$ cat config.mk
export PLATFORM = sky130hd
export DESIGN_NAME = instr_sequencer
export DESIGN_NICKNAME = d
export VERILOG_FILES = /design/src/rtl/instr_sequencer_pkg.sv /design/src/rtl/instr_sequencer_store.sv /design/src/rtl/instr_sequencer.sv
export SDC_FILE = /design/constraint.sdc
export NUM_CORES = 1
export LEC_CHECK = 0
export CORE_MARGIN = 1
export CORE_UTILIZATION = 47
export DETAILED_ROUTE_END_ITERATION = 16
export PLACE_DENSITY = 0.82
export SETUP_SLACK_MARGIN = 0.05
export SYNTH_ARGS = -nofsm -noshare
export SYNTH_HDL_FRONTEND = slang
export SYNTH_SLANG_ARGS = --single-unit
$ cat constraint.sdc
create_clock -name clk -period 1.7 [get_ports clk]
set_input_delay 0.51 -clock clk [delete_from_list [all_inputs] [get_ports clk]]
set_output_delay 0.51 -clock clk [all_outputs]
set_load 0.005 [all_outputs]
$ cat src/rtl/instr_sequencer_pkg.sv
// Shared definitions for the instruction sequencer: opcodes, FSM states and
// instruction word layout.
package instr_sequencer_pkg;

    typedef enum logic [1:0] {
        ST_IDLE   = 2'd0,
        ST_FETCH  = 2'd1,
        ST_EXEC   = 2'd2,
        ST_HALTED = 2'd3
    } state_t;

    localparam logic [1:0] OP_HALT = 2'b00;
    localparam logic [1:0] OP_INC  = 2'b01;
    localparam logic [1:0] OP_JNP  = 2'b10;
    localparam logic [1:0] OP_CLR  = 2'b11;

    localparam int INSTR_W     = 4;
    localparam int STORE_DEPTH = 4;
    localparam int OPC_HI      = 3;
    localparam int OPC_LO      = 2;
    localparam int OPD_HI      = 1;
    localparam int OPD_LO      = 0;

    function automatic logic [1:0] opcode_of(input logic [INSTR_W-1:0] word);
        return word[OPC_HI:OPC_LO];
    endfunction

    function automatic logic [1:0] operand_of(input logic [INSTR_W-1:0] word);
        return word[OPD_HI:OPD_LO];
    endfunction

endpackage

$ cat src/rtl/instr_sequencer_store.sv
// Four-word instruction store: flop array cleared to HALT on reset,
// one write port and a combinational read port addressed by the PC.
module instr_store
    import instr_sequencer_pkg::*;
(
    input  logic               clk,
    input  logic               rst_n,
    input  logic               wr_en,
    input  logic [1:0]         wr_addr,
    input  logic [INSTR_W-1:0] wr_data,
    input  logic [1:0]         rd_addr,
    output logic [INSTR_W-1:0] rd_data
);

    logic [INSTR_W-1:0] mem [STORE_DEPTH];

    always_ff @(posedge clk or negedge rst_n) begin
        if (!rst_n) begin
            for (int i = 0; i < STORE_DEPTH; i++) begin
                mem[i] <= '0;
            end
        end else if (wr_en) begin
            mem[wr_addr] <= wr_data;
        end
    end

    assign rd_data = mem[rd_addr];

endmodule

$ cat src/rtl/instr_sequencer.sv
// FETCH/EXEC sequencer driving the 2-bit program counter; owns the
// accumulator, its sticky overflow flag r2 and the retired-instruction count.
module instr_sequencer
    import instr_sequencer_pkg::*;
#(
    parameter int REG_W = 2,
    parameter int CNT_W = 8
) (
    input  logic             clk,
    input  logic             rst_n,
    input  logic             start,
    input  logic             wr_en,
    input  logic [1:0]       wr_addr,
    input  logic [3:0]       wr_data,
    input  logic             p1,
    input  logic             p0,
    output logic             jnp,
    output logic             inc,
    output logic             i1,
    output logic             i0,
    output logic             r2,
    output logic [REG_W-1:0] acc,
    output logic             busy,
    output logic             halted,
    output logic [CNT_W-1:0] retired
);

    state_t             state;
    logic [1:0]         ir_op;
    logic [INSTR_W-1:0] fetch_word;
    logic               store_we;

    // The store is only writable while the sequencer is parked.
    assign store_we = wr_en && (state == ST_IDLE || state == ST_HALTED);

    instr_store u_store (
        .clk     (clk),
        .rst_n   (rst_n),
        .wr_en   (store_we),
        .wr_addr (wr_addr),
        .wr_data (wr_data),
        .rd_addr ({p1, p0}),
        .rd_data (fetch_word)
    );

    // Outputs are loaded one edge ahead so they hold for the whole EXEC cycle.
    always_ff @(posedge clk or negedge rst_n) begin
        if (!rst_n) begin
            state   <= ST_IDLE;
            ir_op   <= OP_HALT;
            jnp     <= 1'b0;
            inc     <= 1'b0;
            i1      <= 1'b0;
            i0      <= 1'b0;
            r2      <= 1'b0;
            acc     <= '0;
            busy    <= 1'b0;
            halted  <= 1'b0;
            retired <= '0;
        end else begin
            case (state)
                ST_IDLE, ST_HALTED: begin
                    if (start) begin
                        state  <= ST_FETCH;
                        busy   <= 1'b1;
                        halted <= 1'b0;
                    end
                end
                ST_FETCH: begin
                    ir_op <= opcode_of(fetch_word);
                    if (opcode_of(fetch_word) == OP_HALT) begin
                        state  <= ST_HALTED;
                        busy   <= 1'b0;
                        halted <= 1'b1;
                    end else begin
                        state <= ST_EXEC;
                        inc   <= (opcode_of(fetch_word) == OP_INC) ||
                                 (opcode_of(fetch_word) == OP_CLR);
                        jnp   <= (opcode_of(fetch_word) == OP_JNP);
                        if (opcode_of(fetch_word) == OP_JNP) begin
                            {i1, i0} <= operand_of(fetch_word);
                        end else begin
                            {i1, i0} <= 2'b00;
                        end
                    end
                end
                ST_EXEC: begin
                    state    <= ST_FETCH;
                    jnp      <= 1'b0;
                    inc      <= 1'b0;
                    {i1, i0} <= 2'b00;
                    retired  <= retired + CNT_W'(1);
                    case (ir_op)
                        OP_INC: begin
                            if (acc == '1) begin
                                r2 <= 1'b1;
                            end
                            acc <= acc + REG_W'(1);
                        end
                        OP_CLR: begin
                            acc <= '0;
                            r2  <= 1'b0;
                        end
                        default: begin
                        end
                    endcase
                end
                default: begin
                    state <= ST_IDLE;
                    busy  <= 1'b0;
                end
            endcase
        end
    end

endmodule

==> results.sh <==
export IMPL_number_of_antenna_violations_at_the_first_check_in_global_routing=0
export IMPL_critical_path_cell_by_cell="clkdlybuf4s15_1 -> mux4_2 -> buf_4 -> mux2_2"
export IMPL_ios=29
export IMPL_num_nets_final=208
export IMPL_max_cap_violations=0
export IMPL_crit_arrival_ns=1.76
export IMPL_wl_per_cell_um=14.0
export IMPL_postSynth_asyncResetShare_pct=100
export IMPL_timing_worst_slew_pin_value_ns=0.318
export IMPL_post_synth_instance_area_um2=1730
export IMPL_max_freq_ghz=0.630
export IMPL_power_density_cell_area_nw_per_um2=1530
export IMPL_final_min_clock_period_ns=1.59
export IMPL_status="finished clean"
export IMPL_reg2regPathDepth=6
export IMPL_finalSetupViolations=0
export IMPL_fin_worst_skew_ns=0.00282
export IMPL_floorplan_rows=21
export IMPL_whs_path_depth=1
export IMPL_timing_critical_path_slowest_stage_cell="sky130_fd_sc_hd__mux4_2"
export IMPL_first_pass_iters=4
export IMPL_route_detailed_drc=0
export IMPL_initial_core_util_pct=50.4
export IMPL_layout_core_utilization_pct=68.4
export IMPL_area_growth_synth_to_final_pct=35.7
export IMPL_die_w_um=62.7
export IMPL_crit_fanout=3
export IMPL_worst_ir_drop_vdd_mv=0.834
export IMPL_detailroute_via_count=1265
export IMPL_finalPower_mw=3.59
export IMPL_total_wire_length_um=3320
export IMPL_layout_commonest_cell="sky130_fd_sc_hd__dfrtp_1"
export IMPL_dp_final_hpwl_um=2350
export IMPL_finalMaxSlewViolations=0
export IMPL_hold_path_class="reg2reg"
export IMPL_layout_worst_path_cycle_share_pct=93.4
export IMPL_timing_hold_worst_start="u_store.mem[9]"
export IMPL_slew_headroom_pct=78.8
export IMPL_final_cell_mix="37 x sky130_fd_sc_hd__dfrtp_1, 25 x sky130_fd_sc_hd__buf_4, 20 x sky130_fd_sc_hd__mux2_2"
export IMPL_timing_critical_path_max_delay_family="multiplexers"
export IMPL_cts_hold_buffers_added=0
export IMPL_layout_drive_gt1_share_pct=31.4
export IMPL_diodes=0
export IMPL_worst_path_stages=4
export IMPL_floorplan_die_height_um=62.7
export IMPL_io_port_bufs=28
export IMPL_critical_path_sink_type="register"
export IMPL_cp_data_required_time_ns=1.87
export IMPL_unrepaired_setup_endpoints_after_global_routing="no"
export IMPL_first_global_vias=1333
export IMPL_place_congestion=0.817
export IMPL_die_area_um2=3940
export IMPL_numCtsBuffers=5
export IMPL_tritoncts_clock_tree="built"
export IMPL_number_of_flip_flops_and_latches_in_the_synthesized_netlist=37
export IMPL_via_per_inst=5.34
export IMPL_synth_cells=134
export IMPL_worstSetupStartpoint="p0"
export IMPL_tritoncts_num_sinks=37
export IMPL_grt_start_max_net_pins=38
export IMPL_synth_cell_types=31
export IMPL_reg2reg_from="state[0]"
export IMPL_max_clock_path_buffers=2
export IMPL_yosysWarnings=0
export IMPL_drt_initial_drc_count=41
export IMPL_cts_reportedPaths_clkPinSlew_ns=0.06
export IMPL_timing_hold_violations_final=0
export IMPL_timing_critical_path_buf_inv=2
export IMPL_track_usage_pct=19.6
export IMPL_worst_setup_path_type="in2reg"
export IMPL_grt_first_pass_wirelength_um=5910
export IMPL_leakagePower_nw=1.17
export IMPL_floorplan_core_area_um2=3440
export IMPL_clock_insertion_delay_worst_skew_ns=0.28
export IMPL_mappedNetlistNets=150
export IMPL_cts_root_buf="sky130_fd_sc_hd__clkbuf_8"
export IMPL_drt_antenna_violating_nets=0
export IMPL_synth_yosys_seq_area_share_pct=53.4
export IMPL_h_tree_depth=2
export IMPL_critPathLaunchType="primary input"
export IMPL_gr_total_overflow=0
export IMPL_critical_path_max_stage_delay_ns=0.57
export IMPL_ys_flop_type="sky130_fd_sc_hd__dfrtp_1"
export IMPL_synth_edf_count=0
export IMPL_postSynthAreaPerCell_um2=12.9
-- Yosys cell counts (4+ instances only) --
master / instances / area share (%)
sky130_fd_sc_hd__dfrtp_1: 37 / 53
sky130_fd_sc_hd__ha_1: 4 / 2.9
sky130_fd_sc_hd__mux2_2: 20 / 13
sky130_fd_sc_hd__xnor2_1: 4 / 2.0
sky130_fd_sc_hd__a31oi_1: 4 / 1.4
sky130_fd_sc_hd__nand3_1: 5 / 1.4
sky130_fd_sc_hd__nand2_1: 10 / 2.2
sky130_fd_sc_hd__nor2_1: 4 / 0.87
sky130_fd_sc_hd__o21ai_0: 5 / 1.4
-- worst reg2reg max path: cells and delay by family, from the launching register on --
kind	cells	cell delay, ns
flip-flops	1	0.37
multiplexers	1	0.33
adder cells (fa/ha/maj)	1	0.29
buffers and inverters	2	0.25
AND/OR/NAND/NOR	2	0.18
-- metal layers --
| layer | share of wire (%) | track usage [%] |
|---|---|---|
| met5 | 0 | 0 |
| met4 | 0.51 | 6.98 |
| met3 | 3.7 | 5.47 |
| met2 | 54 | 35.1 |
| met1 | 41 | 22.1 |
-- logic make-up after synthesis --
| kind of cell | after synthesis | synth area share (%) |
|---|---|---|
| simple gates | 34 | 10.7 |
| buf+inv | 6 | 2.38 |
| fa+ha+maj | 4 | 2.89 |
| compound gates | 19 | 6.71 |
| mux | 27 | 20.3 |
| flops | 37 | 53.4 |
| xor+xnor | 7 | 3.54 |
-- timing repair --
item / in CTS / in global routing
endpoints found under the hold margin: 0 / 0
setup buffers: 15 / 4
endpoints found under the setup margin: 27 / 10
gates resized for setup: 17 / 7
pin swaps: 2 / 1
-- where the power goes --
part           switching [mW]  internal [mW]  leakage (nW)
sequential              0.235           1.24         0.460
combinational           0.657          0.914         0.671
clock                   0.272          0.269        0.0399
-- path summary, 6_finish.rpt --
| kind | endpoint | slack (ns) |
|---|---|---|
| max | ir_op[0] | 0.11 |
| min | u_store.mem[9] | 0.50 |
| max reg2reg | u_store.mem[15] | 0.16 |
| min reg2reg | u_store.mem[9] | 0.50 |
| max in group asynchronous | u_store.mem[10] | 0.92 |
| min in group asynchronous | retired[0] | 0.60 |
-- layout make-up --
| cell class | instances | area [um2] |
|---|---|---|
| fill | 266 | 1090 |
| sequential | 37 | 926 |
| multi-input combinational | 91 | 793 |
| timing repair buffer | 55 | 495 |
| clock buffer | 5 | 68.8 |
| tap | 46 | 57.6 |
| inverter | 2 | 7.51 |
| clock inverter | 1 | 5.00 |
-- stage by stage --
step | TNS (ns) | cell area, um2 | instances | setup slack (ns) | hold slack, ns
3_3_place_gp | -4.71 | 2110 | 212 | -0.445 | 0.463
3_5_place_dp | -5.34 | 2110 | 212 | -0.486 | 0.470
5_1_grt | 0 | 2350 | 237 | 0.0480 | 0.525
6_report | 0 | 2350 | 237 | 0.112 | 0.499
2_1_floorplan | 0 | 1730 | 134 | 0.0601 | 0.214
4_1_cts | 0 | 2300 | 233 | 0.0514 | 0.502
-- registers in the layout (all words and copies together), names as in the netlist --
signal	flops
u_store.mem	16
retired	8
acc	2
ir_op	2
state	2
busy	1
halted	1
i0	1
i1	1
inc	1
jnp	1
r2	1
No activity file was read; power rests on OpenSTA's default activity.
